`src/rtl/contador_n_modos.sv`:
```
// N-bit counter with up, down, down-by-STEP and parallel-load modes.
// Overflow and underflow can either wrap or clamp; RCO and ZERO are registered flags.
module contador_n_modos #(
  parameter int N        = 4,
  parameter int STEP     = 3,
  parameter bit SATURATE = 1'b0
) (
  input  logic         CLK,
  input  logic         RESET,
  input  logic         iENB,
  input  logic [1:0]   iMODO,
  input  logic [N-1:0] iD,
  output logic [N-1:0] oQ,
  output logic         oRCO,
  output logic         oZERO
);

  localparam logic [N:0] STEP_EXT = (N+1)'(STEP);
  localparam logic [N:0] ONE_EXT  = (N+1)'(1);

  logic [N-1:0] q_reg, q_next;
  logic         rco_reg, rco_next;
  logic         zero_reg;
  logic [N:0]   q_ext;
  logic [N:0]   raw;

  assign q_ext = {1'b0, q_reg};

  // Bit N of the widened result is the carry (add) or borrow (subtract).
  always_comb begin
    raw      = q_ext;
    q_next   = q_reg;
    rco_next = 1'b0;
    if (iENB) begin
      case (iMODO)
        2'b00: begin
          raw      = q_ext + ONE_EXT;
          rco_next = raw[N];
          q_next   = (rco_next && SATURATE) ? {N{1'b1}} : raw[N-1:0];
        end
        2'b01: begin
          raw      = q_ext - ONE_EXT;
          rco_next = raw[N];
          q_next   = (rco_next && SATURATE) ? {N{1'b0}} : raw[N-1:0];
        end
        2'b10: begin
          raw      = q_ext - STEP_EXT;
          rco_next = raw[N];
          q_next   = (rco_next && SATURATE) ? {N{1'b0}} : raw[N-1:0];
        end
        default: begin
          q_next   = iD;
          rco_next = 1'b0;
        end
      endcase
    end
  end

  always_ff @(posedge CLK or posedge RESET) begin
    if (RESET) begin
      q_reg    <= '0;
      rco_reg  <= 1'b0;
      zero_reg <= 1'b1;
    end else begin
      q_reg    <= q_next;
      rco_reg  <= rco_next;
      zero_reg <= (q_next == '0);
    end
  end

  assign oQ    = q_reg;
  assign oRCO  = rco_reg;
  assign oZERO = zero_reg;

endmodule

```
`config.mk`:
```
export PLATFORM = sky130hd
export DESIGN_NAME = contador_n_modos
export DESIGN_NICKNAME = d
export VERILOG_FILES = /design/src/rtl/contador_n_modos.sv
export SDC_FILE = /design/constraint.sdc
export NUM_CORES = 1
export LEC_CHECK = 0
export CAP_MARGIN = 15
export CORE_AREA = 2 2 39 41
export DETAILED_ROUTE_END_ITERATION = 8
export DIE_AREA = 0 0 41 43
export PLACE_DENSITY = 0.68
export RECOVER_POWER = 50
export SYNTH_ARGS = -nofsm -noshare
export SYNTH_HDL_FRONTEND = slang
export SYNTH_SLANG_ARGS = --single-unit
```
`constraint.sdc`:
```
create_clock -name CLK -period 4.7 [get_ports CLK]
set_input_delay 0.47 -clock CLK [delete_from_list [all_inputs] [get_ports CLK]]
set_output_delay 0.47 -clock CLK [all_outputs]
set_load 0.005 [all_outputs]
```
Word level (Yosys, flattened, before mapping)
Cells that the tools add are included.

Logic and storage cells: 14. Output and inout bits: 6. Bits in registers: 6. Input port bits: 9.

Reduce and logical (&&, ||, !) cells: 2. Add/sub/neg operators: 3. Multiplexer cells: 4. Equal/unequal tests: 2.

Operator list (count): one-hot mux 4 bit (3 select lines) (1); adder 4 x 1 -> 5 bit, second input constant (1); subtractor 4 x 1 -> 5 bit, second input constant (1); subtractor 4 x 2 -> 5 bit, second input constant (1); logical NOT 4 bit (1); two-way mux 4 bit (1); one-hot mux 1 bit (3 select lines) (1); == test 2 x 1 -> 1 bit, second input constant (1); == test 2 bit, second input constant (1); logical NOT 2 bit (1); two-way mux 1 bit (1).

Logic depth before layout (Yosys ltp)
Gate-level depths: netlist of run 1.

Word-level depth: 4. Mapped depth: 7.

Worst setup path before layout of run 1
OpenSTA, ideal clock, no wires.

Kind: flip-flop to flip-flop. Start point: register q_reg[0] (netlist: oQ[0]). End point: register zero_reg (netlist: oZERO). Clock period less this slack: 1.561 ns. Path buffers: 0. Cell stages (with the launch flop): 7. Arrival time: 1.471 ns. Path slack: 3.139 ns. Setup time: 0.090 ns. Required time: 4.610 ns. Cells stage by stage: dfrtp_1 -> inv_1 -> ha_1 -> or2_2 -> a21oi_1 -> o21ai_2 -> nor4_2.

Cells in the longest elaborated chain, start to end: 4. Elaborated cells between the ends (all ways): 6. Those cells by class: 3 x add/sub; 2 x mux; 1 x reduce/logical.

RTL lines: start, declared (line 21) `logic [N-1:0] q_reg, q_next;`; start signal, assigned (line 65) `q_reg <= q_next;`; subtractor 4 x 2 -> 5 bit, or another cell as far along (line 47) `raw = q_ext - STEP_EXT;`; one-hot mux 4 bit (3 select lines) * (line 35) `case (iMODO)`; two-way mux 4 bit * (line 34) `if (iENB) begin`; named net q_next[2] (line 21); logical NOT 4 bit * (line 67) `zero_reg <= (q_next == '0);`; end signal, assigned (line 67); end, declared (line 23) `logic zero_reg;`.

Mark *: on every way through the listed nets, which the timed path passes. The rest lies on a longest branch.

Worst setup path after layout of run 1
Start point: input iMODO[0]. End point: register zero_reg (netlist: oZERO).

Cells in the longest elaborated chain, start to end: 4. Elaborated cells between the ends (all ways): 6. Those cells by class: 2 x eq/ne; 2 x mux; 2 x reduce/logical.

RTL lines: start, declared (line 11) `input logic [1:0] iMODO,`; == test 2 bit, or another cell as far along; one-hot mux 4 bit (3 select lines) * (line 35); two-way mux 4 bit * (line 34); named net q_next[3] (line 21); logical NOT 4 bit * (line 67).

Marks and branches as above.

==> impl_metrics.json, run 1 <==
{
  "status": "finished, final reports clean",
  "layout.nets": 86,
  "grt_pass1_wl_um": 1750,
  "synth_most_common_cell": "a21oi_1",
  "ioPinCount": 15,
  "rsz0062_at_grt": "false",
  "clk_pin_slew_ns": 0.05,
  "yosysTopAreaCell": "dfrtp_1",
  "cts_resized": 0,
  "drive_above_1_share": 0.108,
  "crit_type": "in -> reg",
  "chipWidth_um": 41,
  "netlist_instances": 60,
  "grt_overflow_total": 0,
  "crit_path_end_kind": "flop",
  "synth_seq_cells": 6,
  "worstPathMaxFanout": 14,
  "required_ns": 4.84,
  "skew_ns": 0.00259,
  "drc": 0,
  "worst_pin_slew_ns": 0.505,
  "track_usage": 0.141,
  "powerDensity_mw_per_mm2": 375,
  "gp_congestion": 0.721,
  "max_freq_mhz": 477,
  "cts.sink_count": 6,
  "cts_root_buf": "clkbuf_4",
  "drtAntennaViolNets": 0,
  "setup_tns_ns": 0,
  "ir_worst_vdd_mv": 0.157,
  "synth_area_leaders": "dfrtp_1 24%, a21oi_1 5.8%, mux2i_1 5.8%, nand3b_1 5.8%, dfstp_2 5.1%",
  "slew_headroom": 0.662,
  "clockBufferDepth": 2,
  "syn_avg_cell_area_um2": 8.63,
  "hold_buffers": 0,
  "power_leakage_nw": 0.274,
  "insertion_delay_ns": 0.24,
  "synth_warnings": 0,
  "synth_top_area_frac": 0.242,
  "start_kind": "input port",
  "rows": 14,
  "hold_violations": 0,
  "hp-class": "in -> async",
  "vias": 468,
  "dp_hpwl_um": 758,
  "synth_edf_count": 0,
  "arrival_ns": 2.24,
  "async_flop_share": 1.00,
  "syn2layout_area_growth_pct": 27.8,
  "min_period_ns": 2.10,
  "post-cts-setup-buffer-count": 0,
  "grt_max_degree": 16,
  "setup_viol": 0,
  "nFillCells": 146,
  "yosys_most_used_dff": "dfrtp_1",
  "numCtsBuffers": 3,
  "yosysSeqAreaShare": 0.292,
  "n_antenna_cell": 0,
  "r2r_start": "oQ[0]$_DFF_PP0_",
  "syn_nets": 71,
  "period_share": 0.446,
  "wl_per_cell_um": 12.0,
  "drv_cap": 0,
  "ys_types": 32,
  "cts_tree": "yes",
  "antenna_found_initial": 0,
  "initial_utilization": 0.374,
  "drt_iter0_drc": 9,
  "place.port_buffers": 14,
  "seq_area_um2": 151,
  "fp.coreArea_mm2": 0.00138,
  "netlist_top_cells_count": "6 x a21oi_1, 5 x dfrtp_1, 5 x nor2_1",
  "rr_worst_depth": 6,
  "finalMaxSlewViolations": 0,
  "multi_input_area_um2": 309,
  "vias_per_cell": 5.20,
  "fin_hold_ws_ns": 0.581,
  "drt_wl_total_um": 1080,
  "startpoint": "iMODO[0]",
  "netlist_area_um2": 518,
  "drtPass1Iterations": 4,
  "grt_pass1_vias": 406,
  "die_h_um": 43,
  "htree_num_levels": 1,
  "dieArea_mm2": 0.00176
}
-- critical path, cell delays in order --
cell             delay, ns
clkdlybuf4s50_1       0.75
nor3b_1               0.28
mux2i_1               0.21
a221oi_1              0.09
o31a_1                0.16
nor4_2                0.26
-- registers in the layout (all words and copies together), names as in the netlist --
signal	flops
oQ	4
oZERO	1
oRCO	1
-- cells by family after synthesis --
| family | after synthesis | share of synthesized area |
|---|---|---|
| flip-flops | 6 | 0.292 |
| multiplexers | 3 | 0.0580 |
| adder cells (fa/ha/maj) | 2 | 0.0483 |
| XOR/XNOR | 1 | 0.0169 |
| AND/OR/NAND/NOR | 21 | 0.232 |
| AO/OA/AOI/OAI | 19 | 0.242 |
| buffers and inverters | 8 | 0.111 |
-- path summary, 6_finish.rpt --
| path | slack (ns) | to |
|---|---|---|
| max | 2.60 | oZERO$_DFF_PP1_ |
| min | 0.58 | oRCO$_DFF_PP0_ |
| max reg2reg | 2.97 | oZERO$_DFF_PP1_ |
| min reg2reg | 0.72 | oQ[0]$_DFF_PP0_ |
| max in group asynchronous | 3.87 | oZERO$_DFF_PP1_ |
| min in group CLK | 0.72 | oQ[0]$_DFF_PP0_ |
-- final cells by class --
class,instances,share of cell area
clock buffers,4,0.0397
flip-flops and latches,6,0.229
well taps,16,0.0302
repair buffers,14,0.212
multi-input cells,46,0.467
inverters,4,0.0227
-- layer usage --
layer	track usage	vias up	share of wire
li1	-	245	-
met5	0	-	0
met4	0.0400	0	0
met3	0.0157	0	0.043
met2	0.209	9	0.47
met1	0.211	214	0.49
-- power by group --
part / switching, mW / internal (mW)
Clock: 0.0180 / 0.0321
Sequential: 0.0226 / 0.0652
Combinational: 0.0479 / 0.0622
-- placed cells by master, fill, tap and decap left out, drive strengths merged --
cell           Yosys  final
clkdlybuf4s50      0     11
nand2b             1      1
o2bb2ai            1      1
o22ai              1      1
nand3              1      1
mux2i              3      3
nor2b              1      1
dfstp              1      1
a221oi             1      1
nor3b              1      1
dfrtp              5      5
a21oi              6      6
nand3b             4      4
a2bb2oi            1      1
o31a               1      1
dlygate4sd3        0      3
inv                4      4
and3               1      1
nand2              5      5
nor2               5      5
xor2               1      1
a31oi              2      2
or2                1      1
clkbuf             0      4
ha                 2      2
o21ai              3      3
o211ai             3      3
nor4               1      1
-- through the flow --
step | worst slack [ns] | cell area, µm² | instances | total power, mW | util
2_1_floorplan | 3.14 | 518 | 60 | 0.160 | -
3_3_place_gp | 2.43 | 636 | 86 | 0.198 | 0.459
3_5_place_dp | 2.37 | 636 | 86 | 0.200 | 0.459
4_1_cts | 2.60 | 662 | 90 | 0.252 | 0.478
5_1_grt | 2.40 | 662 | 90 | 0.271 | 0.478
6_report | 2.60 | 662 | 90 | 0.248 | 0.478
Note: power is estimated with default switching activity, not from simulation.
==> run 2: changes to the inputs <==
Settings changed: PLACE_DENSITY 0.68 to 0.7.
Clock period 4.7 ns to 1.9 ns, I/O delays scaled along.
==> run 2 against run 1 <==
Wire length rose by 3.9%. Sequential share of layout area fell by 0.85 points. Clock skew rose by 0.0052 ns. Sequential cell count did not move. Largest power group unchanged. Critical endpoint unchanged.
==> impl_metrics.json, run 2 (synthesis results as in run 1) <==
{
  "status": "finished, final reports clean",
  "rows": 14,
  "setup_viol": 0,
  "slew_headroom": 0.778,
  "fp.coreArea_mm2": 0.00138,
  "finalMaxSlewViolations": 0,
  "powerDensity_mw_per_mm2": 900,
  "arrival_ns": 1.86,
  "drt_wl_total_um": 1120,
  "period_share": 0.901,
  "swShare": 0.359,
  "numCtsBuffers": 3,
  "fin_hold_ws_ns": 0.281,
  "syn2layout_area_growth_pct": 33.8,
  "power_leakage_nw": 0.292,
  "fin_cells": 94,
  "skew_ns": 0.00775,
  "grt_pass1_vias": 476,
  "internal-power_mw": 0.400,
  "critPathMaxStageDelay_ns": 0.47,
  "layout_commonest_cell": "clkdlybuf4s50_1",
  "drtPass1Iterations": 4,
  "hold_buffers": 0,
  "grt_pass1_wl_um": 1900,
  "cp_slowest_cell": "dfrtp_1",
  "worst_pin_slew_ns": 0.329,
  "cts_tree": "yes",
  "grt_max_degree": 14,
  "chipWidth_um": 41,
  "clock_power_share": 0.206,
  "worst_slack_ns": 0.187,
  "nFillCells": 145,
  "wl_per_cell_um": 11.9,
  "place_area_um2": 666,
  "drtAntennaViolNets": 0,
  "track_usage": 0.151,
  "crit_path_end_kind": "flop",
  "ioPinCount": 15,
  "place.port_buffers": 14,
  "dieArea_mm2": 0.00176,
  "setup_tns_ns": 0,
  "dp_cells": 90,
  "clk_pin_slew_ns": 0.05,
  "crit_type": "reg -> reg",
  "max_freq_mhz": 584,
  "min_period_ns": 1.71,
  "antenna_found_initial": 0,
  "layout.nets": 90,
  "n_antenna_cell": 0,
  "initial_utilization": 0.374,
  "worstPathCellList": "inv_1 > ha_1 > or2_2 > a21oi_1 > o21ai_2 > nor4_2",
  "drc": 0,
  "p_seq_frac": 0.352,
  "largest_reg_flops": 4,
  "place_ws_ns": 0.127,
  "p_comb_frac": 0.442,
  "drt_iter0_drc": 9,
  "ir_worst_vdd_mv": 0.359,
  "start_kind": "flop",
  "cts_root_buf": "clkbuf_4",
  "final_cell_area_um2": 693,
  "path_buf_inv": 1,
  "cts.sink_count": 6,
  "rsz0062_at_grt": "false",
  "final_cell_mix": "11 x clkdlybuf4s50_1, 6 x a21oi_1, 5 x nor2_1",
  "insertion_delay_ns": 0.25,
  "htree_num_levels": 1,
  "switchingPower_mw": 0.224,
  "grt_overflow_total": 0,
  "critPathTopFamily": "simple AND/OR/NAND/NOR gates",
  "die_h_um": 43,
  "worstPathMaxFanout": 6,
  "clockBufferDepth": 2,
  "vias": 499,
  "required_ns": 2.05,
  "drive_above_1_share": 0.167,
  "hp-class": "in -> async",
  "drv_cap": 0,
  "vias_per_cell": 5.31,
  "gp_congestion": 0.803,
  "dp_hpwl_um": 822,
  "hold_violations": 0
}
## run 2: what timing repair did
item,4_1_cts,5_1_grt
endpoints found under the setup margin,0,1
gates resized for setup,0,1
endpoints found under the hold margin,0,0
setup buffers,0,0
## run 2: final timing paths
check	to	slack, ns	depth (start not counted)	start
worst max-delay path	oZERO$_DFF_PP1_	0.19	6	oQ[1]$_DFF_PP0_
worst min-delay path	oQ[3]$_DFF_PP0_	0.28	2	RESET
worst max register to register	oZERO$_DFF_PP1_	0.19	6	oQ[1]$_DFF_PP0_
worst min register to register	oQ[0]$_DFF_PP0_	0.69	2	oQ[0]$_DFF_PP0_
max in group asynchronous	oZERO$_DFF_PP1_	1.36	2	RESET
min in group CLK	oQ[0]$_DFF_PP0_	0.65	3	iD[0]
## run 2: final cells by class
class                           count  area (µm²)  area share
Sequential cell                     6         153       0.220
Multi-Input combinational cell     46         309       0.446
Timing Repair Buffer               18         170       0.245
Clock buffer                        4        26.3      0.0379
Inverter                            4        15.0      0.0217
Tap cell                           16        20.0      0.0289
## run 2: power by group through the flow
stage                     sequential [mW]  combinational [mW]  clock (mW)
after detailed placement            0.220               0.281           0
after floorplan                     0.202               0.193           0
after CTS                           0.218               0.282       0.133
after global routing                0.225               0.315       0.144
final                               0.220               0.276       0.128
after global placement              0.221               0.280           0
## run 2: layer usage
layer  up-vias  GRT usage  share of wire  wire [µm]
met5         -          0              0          0
met4         0     0.0400              0          0
met3         0     0.0314          0.039         44
met2        11      0.228           0.46        521
met1       238      0.213           0.50        557
li1        250          -              -          -
## run 2: through the flow
| step | util | power [mW] |
|---|---|---|
| floorplan | - | 0.395 |
| CTS | 0.500 | 0.633 |
| global route | 0.501 | 0.684 |
| global placement | 0.481 | 0.501 |
| finish | 0.501 | 0.624 |
| detailed placement | 0.481 | 0.501 |
==> run 3: changes to the inputs <==
Settings changed: RECOVER_POWER 50 to not set.
==> run 3 against run 2 <==
Final cell count stayed put. Register-to-register slack hardly changed. Global-route usage stayed put. Cell area stayed put. Worst setup slack better by 0.0016 ns. Worst hold slack worse by 0.14 ns. Non-clock buffer count stayed put. Sequential share of layout area stayed put. Sequential cell count stayed put. Critical path type unchanged.
==> impl_metrics.json, run 3 (synthesis results as in run 1) <==
{
  "status": "finished, final reports clean",
  "post-route-util": 0.501,
  "track_usage": 0.151,
  "power_leakage_nw": 0.289,
  "drv_cap": 0,
  "cts.sink_count": 6,
  "ioPinCount": 15,
  "crit_path_end_kind": "flop",
  "clk_pin_slew_ns": 0.05,
  "grt_overflow_total": 0,
  "layout.nets": 90,
  "cp_slowest_cell": "dfrtp_1",
  "critPathMaxStageDelay_ns": 0.47,
  "period_share": 0.901,
  "setup_viol": 0,
  "n_antenna_cell": 0,
  "hold_violations": 0,
  "wl_met1_um": 557,
  "swShare": 0.358,
  "max_freq_mhz": 584,
  "vias": 498,
  "finalMaxSlewViolations": 0,
  "rr_worst_depth": 6,
  "slew_headroom": 0.780,
  "vias_per_cell": 5.30,
  "skew_ns": 0.00775,
  "initial_utilization": 0.374,
  "chipWidth_um": 41,
  "worst_pin_slew_ns": 0.327,
  "dp_hpwl_um": 822,
  "dr_wl_met2_um": 522,
  "htree_num_levels": 1,
  "drc": 0,
  "drt_wl_total_um": 1130,
  "rsz0062_at_grt": "false",
  "grt_max_degree": 14,
  "dieArea_mm2": 0.00176,
  "grt_pass1_vias": 476,
  "p_seq_frac": 0.351,
  "fin_hold_ws_ns": 0.143,
  "arrival_ns": 1.86,
  "cts_root_buf": "clkbuf_4",
  "min_period_ns": 1.71,
  "hp-class": "in -> async",
  "numCtsBuffers": 3,
  "fp.coreArea_mm2": 0.00138,
  "wl_per_cell_um": 12.0,
  "dr.max_layer_used": "met3",
  "drtAntennaViolNets": 0,
  "setup_tns_ns": 0,
  "hold_buffers": 0,
  "cts_tree": "yes",
  "powerDensity_mw_per_mm2": 907,
  "worstPathCellList": "inv_1 > ha_1 > or2_2 > a21oi_1 > o21ai_2 > nor4_2",
  "drtPass1Iterations": 4,
  "switchingPower_mw": 0.225,
  "dr_wl_met3_um": 44,
  "syn2layout_area_growth_pct": 33.8,
  "clockBufferDepth": 2,
  "final_cell_area_um2": 693,
  "grt_pass1_wl_um": 1900,
  "gp_congestion": 0.803,
  "clock_power_share": 0.204,
  "largest_reg_flops": 4,
  "crit_type": "reg -> reg",
  "layout_commonest_cell": "clkdlybuf4s50_1",
  "required_ns": 2.05,
  "die_h_um": 43,
  "insertion_delay_ns": 0.25,
  "start_kind": "flop",
  "place_area_um2": 666,
  "internal-power_mw": 0.404,
  "final_cell_mix": "14 x clkdlybuf4s50_1, 6 x a21oi_1, 5 x nor2_1",
  "p_comb_frac": 0.445,
  "antenna_found_initial": 0,
  "nFillCells": 145,
  "ir_worst_vdd_mv": 0.359,
  "worstPathMaxFanout": 6,
  "place.port_buffers": 14,
  "rows": 14,
  "drive_above_1_share": 0.167,
  "drt_iter0_drc": 8
}
-- run 3: cell count changes in the layout (fill, tap and decap cells not counted) --
cell             delta
o21ai_1             +1
dlygate4sd3_1       -3
o21ai_0             -1
clkdlybuf4s50_1     +3
-- run 3: final timing paths --
| path | startpoint | end | slack, ns |
|---|---|---|---|
| max | oQ[1]$_DFF_PP0_ | oZERO$_DFF_PP1_ | 0.19 |
| min | RESET | oQ[3]$_DFF_PP0_ | 0.14 |
| max reg2reg | oQ[1]$_DFF_PP0_ | oZERO$_DFF_PP1_ | 0.19 |
| min reg2reg | oQ[0]$_DFF_PP0_ | oQ[0]$_DFF_PP0_ | 0.69 |
| max in group asynchronous | RESET | oZERO$_DFF_PP1_ | 1.50 |
| min in group CLK | iD[0] | oQ[0]$_DFF_PP0_ | 0.64 |
-- run 3: cell type report --
class / instances / area [µm²] / area share
repair buffers: 18 / 170 / 0.245
multi-input cells: 46 / 309 / 0.446
flip-flops and latches: 6 / 153 / 0.220
well taps: 16 / 20.0 / 0.0289
inverters: 4 / 15.0 / 0.0217
clock buffers: 4 / 26.3 / 0.0379
-- run 3: metal layers --
layer / global-route usage / vias up
met1: 0.213 / 237
met5: 0 / -
met2: 0.228 / 11
met3: 0.0314 / 0
li1: - / 250
met4: 0.0400 / 0
-- run 3: power by group through the flow --
stage	clock, mW	sequential [mW]	combinational (mW)
CTS	0.133	0.218	0.282
global placement	0	0.221	0.280
detailed placement	0	0.220	0.281
finish	0.129	0.220	0.280
global route	0.144	0.226	0.319
floorplan	0	0.202	0.193
-- run 3: worst max-delay path, delay by kind of cell, from the launching register on --
kind	cells	cell delay [ns]
simple gates	2	0.54
flops	1	0.47
fa+ha+maj	1	0.21
compound gates	2	0.29
buf+inv	1	0.10
-- run 3: stage by stage --
| stage | setup WS [ns] | power, mW | instances |
|---|---|---|---|
| after global placement | 0.159 | 0.501 | 90 |
| after detailed placement | 0.127 | 0.501 | 90 |
| after global routing | 0.0241 | 0.689 | 94 |
| after CTS | 0.148 | 0.633 | 94 |
| after floorplan | 0.339 | 0.395 | 60 |
| final | 0.189 | 0.628 | 94 |
-- run 3: what timing repair did --
item                       in CTS  in global routing
setup endpoints to repair       0                  1
gates resized for setup         0                  1
setup buffers                   0                  0
